### config.mk
export PLATFORM = sky130hd
export DESIGN_NAME = intctl
export DESIGN_NICKNAME = d
export VERILOG_FILES = /design/src/rtl/intctl.sv
export SDC_FILE = /design/constraint.sdc
export NUM_CORES = 1
export LEC_CHECK = 0
export ABC_AREA = 1
export CAP_MARGIN = 5
export CORE_MARGIN = 1.5
export CORE_UTILIZATION = 45
export DETAILED_ROUTE_END_ITERATION = 10
export PLACE_DENSITY = 0.8
export SLEW_MARGIN = 15
export SYNTH_ARGS = -nofsm -noshare
export SYNTH_HDL_FRONTEND = slang
export SYNTH_SLANG_ARGS = --single-unit
export TNS_END_PERCENT = 20
### constraint.sdc
create_clock -name ph1 -period 3.47 [get_ports ph1]
set_input_delay 0.694 -clock ph1 [delete_from_list [all_inputs] [get_ports ph1]]
set_output_delay 0.694 -clock ph1 [all_outputs]
set_load 0.005 [all_outputs]
### src/rtl/intctl.sv
// INTCTL: 8-line rising-edge interrupt controller with fixed priority (bit 0 highest).
// Define INTCTL_SYNC_EN to insert a 2-flop synchronizer ahead of the edge detector.
module intctl (
  input  logic       ph1,
  input  logic       reset,
  input  logic [7:0] interrupts,
  input  logic       mask_we,
  input  logic [7:0] mask_wdata,
  input  logic       ack,
  input  logic       eoi,
  input  logic       ovf_clr,
  output logic       irq,
  output logic [2:0] vector,
  output logic [2:0] insvc,
  output logic [7:0] pending,
  output logic [7:0] overflow
);

  typedef enum logic [0:0] {StIdle, StService} state_e;

  state_e     state_q, state_d;
  logic [7:0] prev_q;
  logic [7:0] pending_q, pending_d;
  logic [7:0] overflow_q, overflow_d;
  logic [7:0] mask_q, mask_d;
  logic [2:0] insvc_q, insvc_d;

  logic [7:0] sampled;
  logic [7:0] rise;
  logic [7:0] enabled;
  logic [7:0] clr;
  logic       ack_take;

`ifdef INTCTL_SYNC_EN
  logic [7:0] sync1_q, sync2_q;

  always_ff @(posedge ph1 or posedge reset) begin
    if (reset) begin
      sync1_q <= '0;
      sync2_q <= '0;
    end else begin
      sync1_q <= interrupts;
      sync2_q <= sync1_q;
    end
  end

  assign sampled = sync2_q;
`else
  assign sampled = interrupts;
`endif

  assign rise    = sampled & ~prev_q;
  assign enabled = pending_q & mask_q;

  // Priority encoder: scan downwards so the lowest set index is the last one written.
  always_comb begin
    vector = 3'd0;
    for (int i = 7; i >= 0; i--) begin
      if (enabled[i]) vector = 3'(i);
    end
  end

  assign irq      = (state_q == StIdle) && (enabled != 8'h00);
  assign ack_take = irq && ack;
  assign clr      = ack_take ? (8'h01 << vector) : 8'h00;

  // A fresh edge on the line being acknowledged re-arms it without counting as overflow.
  always_comb begin
    pending_d  = (pending_q & ~clr) | rise;
    overflow_d = (ovf_clr ? 8'h00 : overflow_q) | (rise & pending_q & ~clr);
    mask_d     = mask_we ? mask_wdata : mask_q;
  end

  always_comb begin
    state_d = state_q;
    insvc_d = insvc_q;
    unique case (state_q)
      StIdle: begin
        if (ack_take) begin
          state_d = StService;
          insvc_d = vector;
        end
      end
      StService: begin
        if (eoi) state_d = StIdle;
      end
      default: state_d = StIdle;
    endcase
  end

  always_ff @(posedge ph1 or posedge reset) begin
    if (reset) begin
      state_q    <= StIdle;
      prev_q     <= '0;
      pending_q  <= '0;
      overflow_q <= '0;
      mask_q     <= '0;
      insvc_q    <= '0;
    end else begin
      state_q    <= state_d;
      prev_q     <= sampled;
      pending_q  <= pending_d;
      overflow_q <= overflow_d;
      mask_q     <= mask_d;
      insvc_q    <= insvc_d;
    end
  end

  assign insvc    = insvc_q;
  assign pending  = pending_q;
  assign overflow = overflow_q;

endmodule

==> metrics.txt, run 1 <==
status finished, final reports clean; CTS tree yes; reg2reg start pending[3]; Post-route DRC 0; Core ar. 3337 um^2; Filler cells 300; setup_tns 0 ps; DR iter-0 viols 33; Post-DRT Antenna Nets 0; Sink Count 36; number of global-route vias before repair 1,170; Skew-Pair Late Insertion Delay 330 ps; min Tclk post-route 2553 ps; pin count of the biggest net entering global routing 22; syn_area_per_cell 9.448 um^2; Cell variety after synth 20; final WL 3083 um; Max VDD drop 0.2662 mV; FF-to-FF setup slack 2080 ps; Main synth FF type dfrtp_1; CTS resizes 0; first-pass GRT wire length 5106 um; CTS max path bufs 2; DR vias/cell 4.664; Worst Setup Start Kind flip-flop; Final Setup Violations 0; DIE HEIGHT 61.86 um; Max Clock Freq 391.6 MHz; Tightest Pin Transition 816.7 ps; P_leak 1.060 nW; worst-case hold path end point pending[3]; post-CTS setup buffer count 0; hold_buf cts 0; Vias 1,222; met2 Use GR 30.83%; Ys Warns 0; Synth Net Count 187; gr usage total 18.94%; CTS Buf Count 5; max-slew violation count 0; Wirelength per Cell 11.77 um; Yosys reg bits 36; Diodes inserted 0; register area share after synthesis 57.78%; met1 Use GR 23.76%; IO Pins 45; number of synthesized flops with an enable pin 0; worst-path maximum fanout 4; Setup crit end kind output pin; Worst Hold Margin 439.3 ps; cells after synthesis 165; area added between synthesis and finish 36.36%; global routing's busiest layer met2; total power 1.073 mW; RSZ-0062 raised after global routing false; Synth async-reset ratio 100.0%; final count of hold timing violations 0; Root Buffer clkbuf_4; R2R depth 9; H-tree depth 2; Min-Delay Path Class flip-flop to flip-flop; RR Endpoint overflow[3]; critical path type flip-flop to output pin; gr ovfl total 0; worst path required time 2780 ps; layout cell share with drive strength beyond 1 15.28%; post-synth top area share 57.78%; Worst Skew 6.457 ps; PortBufs 44; clk slew on worst S/H paths 100 ps; met3 global-route usage 6.418%; Initial Util 46.72%; Worst EP arrival 1860 ps; hpwl dp 2453 um; PD cells 504.7 nW/um^2; Yosys top cell by area dfrtp_1; Die Area 3827 um^2; GP Congestion 0.7886; total iterations of the first detailed-routing run 5; initial antenna violation count 0; Min-Delay Path Depth 1; Die Wd 61.86 um; Synth area leaders dfrtp_1 (58%), nand2_1 (14%), mux2_2 (5.8%); worst hold start prev_q[3]; Slew HR 45.49%; max-cap violations 0; row count 21; net count reported at finish 238; final period utilization 73.58%; synthesized area 1559 um^2
==> cells in the final DEF (no fill, tap or decap), drive strengths merged <==
master         instances
clkbuf                 7
inv                   22
nand4                  4
clkdlybuf4s50         44
nand2                 65
nor3                   2
a21oi                  1
mux2                   8
dfrtp                 36
buf                    1
nor2                  10
o21ai                  7
nand3                  9
==> per-layer routing <==
metal	vias to the layer above	routed length (um)
met5	-	0
met4	0	49
met3	6	159
met2	35	1445
met1	562	1428
li1	619	-
==> logic make-up after synthesis <==
| group | Yosys count | synth area share [%] |
|---|---|---|
| buf+inv | 23 | 5.538 |
| mux | 8 | 5.779 |
| compound gates | 8 | 2.568 |
| flops | 36 | 57.78 |
| simple gates | 90 | 28.33 |
==> how the worst max path moves through the flow <==
| stage | start | end | slack, ps |
|---|---|---|---|
| 2_1_floorplan | pending[7] | vector[0] | 1770 |
| 3_3_place_gp | pending[1] | vector[2] | 1280 |
| 3_5_place_dp | pending[7] | vector[0] | 1260 |
| 4_1_cts | pending[7] | vector[0] | 880 |
| 5_1_grt | pending[6] | vector[0] | 710 |
| 6_report | pending[7] | vector[0] | 920 |
==> cell usage after synthesis, types with 2 or more instances <==
library cell and instances:
nor2_1 7, dfrtp_1 36, mux2_2 8, nand4_1 4, nor2_2 2, nand2_2 5
inv_1 21, nand2_4 3, nand3_1 5, nand3_2 3, o21ai_1 6, nand2_1 57
==> stage by stage <==
stage	cells	utilization [%]	worst slack, ps	cell area, um^2
after global routing	262	63.70	714.2	2126
final	262	63.70	916.7	2126
after global placement	255	61.75	1279	2061
after detailed placement	255	61.75	1255	2061
after floorplan	165	-	1771	1559
after CTS	262	63.70	883.9	2126
==> power breakdown <==
part | total (mW) | internal [mW] | switching [mW]
clock network | 0.238 | 0.115 | 0.123
logic | 0.317 | 0.168 | 0.149
registers | 0.517 | 0.476 | 0.0418
==> critical path, cell delays in order (launching register included) <==
cell	delay, ps
dfrtp_1	390
nand2_1	100
inv_1	60
nand2_1	40
nand2_1	50
nand2_1	50
nand2_1	70
nand2_2	80
nand2_2	90
nand2_2	80
inv_1	50
clkdlybuf4s50_1	480
==> sequential cells by signal, summed over array words and instances, names as in the netlist <==
signal,cells
insvc,3
pending,8
prev_q,8
mask_q,8
state_q,1
overflow,8
==> area by class of cell <==
| cell class | instances | area (um^2) | area share (%) |
|---|---|---|---|
| multi-input combinational | 106 | 571.8 | 26.90 |
| clock buffer | 7 | 65.06 | 3.061 |
| timing repair buffer | 45 | 447.9 | 21.07 |
| tap | 46 | 57.56 | 2.707 |
| sequential | 36 | 900.9 | 42.38 |
| inverter | 22 | 82.58 | 3.885 |
No activity file was read; power rests on OpenSTA's default activity.
==> inputs of run 2 (changes only) <==
- CORE_UTILIZATION: 45 -> 42
- PLACE_DENSITY: 0.8 -> 0.79
- clock period: 3.47 -> 2.1 ns (I/O delays scaled with it)
==> run 2 against run 1 <==
  * Non-clock buffer count increased by 7
  * Clock skew decreased by 1.4 ps
  * Sequential cell count unchanged
==> metrics.txt, run 2 (synthesized netlist as in run 1, its figures left out) <==
status finished, final reports clean; Root Buffer clkbuf_8; net count reported at finish 245; DIE HEIGHT 63.93 um; post-layout util 65.43%; number of global-route vias before repair 1,374; area added between synthesis and finish 44.46%; Cell Area, Placed 2061 um^2; final setup margin 8.094 ps; Diodes inserted 0; final count of hold timing violations 0; Setup crit end kind output pin; gr ovfl total 0; critical path type flip-flop to output pin; RSZ-0062 raised after global routing true; most common cell after layout, fill and taps aside nand2_1; Die Area 4086 um^2; Pint 1.359 mW; Filler cells 273; clk slew on worst S/H paths 70 ps; layout cell share with drive strength beyond 1 22.77%; Slew HR 70.84%; Worst Skew 5.063 ps; DR iter-0 viols 42; Tightest Pin Transition 437.4 ps; initial antenna violation count 0; worst hold start prev_q[3]; Gate power share 30.1%; Core ar. 3442 um^2; Die Wd 63.93 um; Skew-Pair Late Insertion Delay 290 ps; max-cap violations 0; Clock Power Share 25.7%; Sink Count 36; total iterations of the first detailed-routing run 4; H-tree depth 2; Wirelength per Cell 11.99 um; Initial Util 45.29%; PortBufs 44; worst-path maximum fanout 5; CTS tree yes; pin count of the biggest net entering global routing 37; most frequent cells in the layout nand2_1 (49), clkdlybuf4s50_1 (41), dfrtp_1 (35), inv_1 (21), nand2_2 (12); hpwl dp 2370 um; Sw Share 29.80%; Worst Setup Start Kind flip-flop; register share of total power 44.2%; GP Congestion 0.8202; final WL 3237 um; PD cells 859.8 nW/um^2; dpl ws 121.9 ps; IO Pins 45; gr usage total 18.95%; final period utilization 99.61%; Min-Delay Path Class flip-flop to flip-flop; CTS max path bufs 2; min Tclk post-route 2092 ps; Max VDD drop 0.4140 mV; CTS Buf Count 5; P_leak 1.126 nW; Worst Hold Margin 445.1 ps; Critical path origin pending[0]; first-pass GRT wire length 5906 um; total power 1.936 mW; Post-route DRC 0; Vias 1,266; Max Clock Freq 478.0 MHz; worst path required time 1680 ps; Post-DRT Antenna Nets 0; fin area 2252 um^2; DR vias/cell 4.689; Worst EP arrival 1670 ps; max-slew violation count 0; P_sw 0.5770 mW; Final Setup Violations 0; reg2reg start pending[6]; row count 21
-- run 2: layout make-up --
class,count,area (um^2),share of cell area [%]
Multi-Input combinational cell,106,619.3,27.50
Clock buffer,8,90.09,4.000
Timing Repair Buffer,52,500.5,22.22
Sequential cell,36,902.1,40.06
Tap cell,46,57.56,2.556
Inverter,22,82.58,3.667
-- run 2: layer usage --
metal	track usage [%]	routed length [um]	up-vias
li1	-	-	637
met1	22.17	1453	591
met5	0	0	-
met3	7.218	193	7
met2	31.12	1536	31
met4	7.880	53	0
-- run 2: power by group through the flow --
stage / Sequential (mW) / Clock [mW] / Combinational, mW
after floorplan: 0.865 / 0 / 0.261
after global placement: 0.864 / 0 / 0.521
after detailed placement: 0.865 / 0 / 0.533
after CTS: 0.855 / 0.514 / 0.565
after global routing: 0.870 / 0.537 / 0.643
final: 0.856 / 0.498 / 0.583
-- run 2: what timing repair did --
item,CTS,global route
pin swaps,4,0
hold buffers,0,0
gates resized for setup,11,7
buffers inserted,5,2
endpoints found under the setup margin,4,3
-- run 2: path summary, 6_finish.rpt --
check / to / slack (ps) / cells past startpoint
max: irq / 8 / 7
min: pending[3] / 450 / 1
max reg2reg: overflow[3] / 700 / 11
min reg2reg: pending[3] / 450 / 1
max in group asynchronous: pending[0] / 1240 / 3
min in group asynchronous: prev_q[1] / 530 / 3
-- run 2: critical path: stages, from the launching register on --
cell and delay [ps]:
dfrtp_2 440, nand2_4 130, nand2_4 90, nor2_4 110, nand2_1 80, nand2_2 70
inv_1 40, clkdlybuf4s50_1 430
-- run 2: metrics by stage --
step / cells / TNS [ps]
floorplan: 165 / 0
global placement: 255 / 0
detailed placement: 255 / 0
CTS: 268 / -57.46
global route: 270 / -111.3
finish: 270 / 0
==> inputs of run 3 (changes only) <==
- CORE_UTILIZATION: 42 -> 45
- PLACE_DENSITY: 0.79 -> 0.8
- RECOVER_POWER: default -> 100
- clock period: 2.1 -> 2.02 ns (I/O delays scaled with it)
==> run 3 against run 2 <==
  * Final area increased by 2.7%
  * Sequential cell count unchanged
  * Non-clock buffer count increased by 15
  * Largest cell class unchanged
==> metrics.txt, run 3 (synthesized netlist as in run 1, its figures left out) <==
max-slew violation count 0; Slew HR 41.13%; Worst Setup Start Kind flip-flop; pin count of the biggest net entering global routing 37; Pint 1.329 mW; register share of total power 45.1%; layout cell share with drive strength beyond 1 26.47%; final count of hold timing violations 0; Max VDD drop 0.4235 mV; reg2reg start pending[2]; status finished, final reports clean; Post-route DRC 0; RR Endpoint overflow[1]; gr ovfl total 0; Setup crit end kind output pin; worst path required time 1620 ps; most frequent cells in the layout nand2_1 (48), dfrtp_1 (36), clkdlybuf4s50_1 (30), inv_1 (22), buf_4 (20); Worst Skew 6.967 ps; H-tree depth 2; FF-to-FF setup slack 380 ps; Sw Share 31.66%; Die Wd 61.86 um; Skew-Pair Late Insertion Delay 330 ps; gr usage total 20.47%; final period utilization 96.15%; Critical path origin pending[5]; Max Clock Freq 514.9 MHz; PortBufs 44; Worst EP arrival 1540 ps; area added between synthesis and finish 48.39%; Min-Delay Path Class flip-flop to flip-flop; P_leak 1.185 nW; R2R depth 8; most common cell after layout, fill and taps aside nand2_1; DIE HEIGHT 61.86 um; row count 21; first-pass GRT wire length 5568 um; critical path type flip-flop to output pin; CTS max path bufs 2; Cell Count, Final, Fillers Out 284; number of global-route vias before repair 1,297; Sink Count 36; min Tclk post-route 1942 ps; clk slew on worst S/H paths 100 ps; initial antenna violation count 0; Root Buffer clkbuf_4; Final Setup Violations 0; total power 1.945 mW; Diodes inserted 0; Worst Hold Margin 444.9 ps; max-cap violations 0; DR vias/cell 4.732; Tightest Pin Transition 883.1 ps; CTS Buf Count 5; area of the multi-input gates 616.8 um^2; setup_tns 0 ps; Placed Cells 255; DR iter-0 viols 87; final WL 3618 um; Core ar. 3337 um^2; post-layout util 69.33%; total iterations of the first detailed-routing run 4; worst-path maximum fanout 4; Filler cells 260; Gate power share 36.8%; Post-DRT Antenna Nets 0; register area 900.9 um^2; Wirelength per Cell 12.74 um; P_sw 0.6159 mW; Initial Util 46.72%; net count reported at finish 260; PD cells 840.8 nW/um^2; IO Pins 45; GP Congestion 0.8208; worst hold start prev_q[7]; Vias 1,344; CP Capture Point vector[0]; CTS tree yes; hpwl dp 2220 um; Clock Power Share 18.0%; Die Area 3827 um^2
run 3: changes by cell type in the layout (fill, tap and decap cells not counted), sizes merged:
cell | before | now
clkbuf | 8 | 9
clkinv | 0 | 1
buf | 8 | 21
clkdlybuf4s50 | 41 | 30
dlygate4sd3 | 0 | 10
run 3: power by group through the flow:
stage	Clock (mW)	Combinational [mW]	Sequential [mW]
4_1_cts	0.361	0.651	0.878
2_1_floorplan	0	0.272	0.899
3_5_place_dp	0	0.548	0.899
3_3_place_gp	0	0.537	0.898
6_report	0.350	0.717	0.878
5_1_grt	0.394	0.786	0.890
run 3: worst max-delay path, cell delays in order, from the launching register on:
cell and delay [ps]:
dfrtp_1 410, nand2_2 120, buf_6 110, nand2_1 40
nand2_1 50, nand2_1 60, nand2_2 110, nand2_4 80
nand2_4 80, inv_1 40, clkbuf_2 100
run 3: final cells by class:
class | instances | share of cell area, %
timing repair buffer | 67 | 26.34
clock inverter | 1 | 0.2163
clock buffer | 6 | 1.785
tap | 46 | 2.488
inverter | 22 | 3.569
multi-input combinational | 106 | 26.66
sequential | 36 | 38.94
run 3: repair_timing:
item,in CTS,in global routing
resized for setup,18,7
buffers inserted,13,9
endpoints found under the setup margin,4,2
hold buffers,0,0
pin swaps,8,7
run 3: through the flow:
step	setup slack (ps)	instance area [um^2]
floorplan	611.4	1559
global placement	96.75	2061
detailed placement	61.46	2061
CTS	-70.75	2251
global route	-14.63	2313
finish	77.78	2313
run 3: how the worst min path moves through the flow:
stage	to	slack, ps	cells after the start
finish	pending[7]	440	1
global route	pending[7]	460	1
floorplan	pending[3]	420	1
CTS	pending[7]	440	1
detailed placement	pending[7]	430	1
global placement	pending[3]	420	1
run 3: layer usage:
layer  share of wire, %  wire length [um]  vias up  GRT usage [%]
li1                   -                 -      663              -
met1                 45              1642      639          25.37
met2                 49              1756       36          32.33
met3                4.6               168        6          6.211
met4                1.4                51        0          10.64
met5                  0                 0        -              0
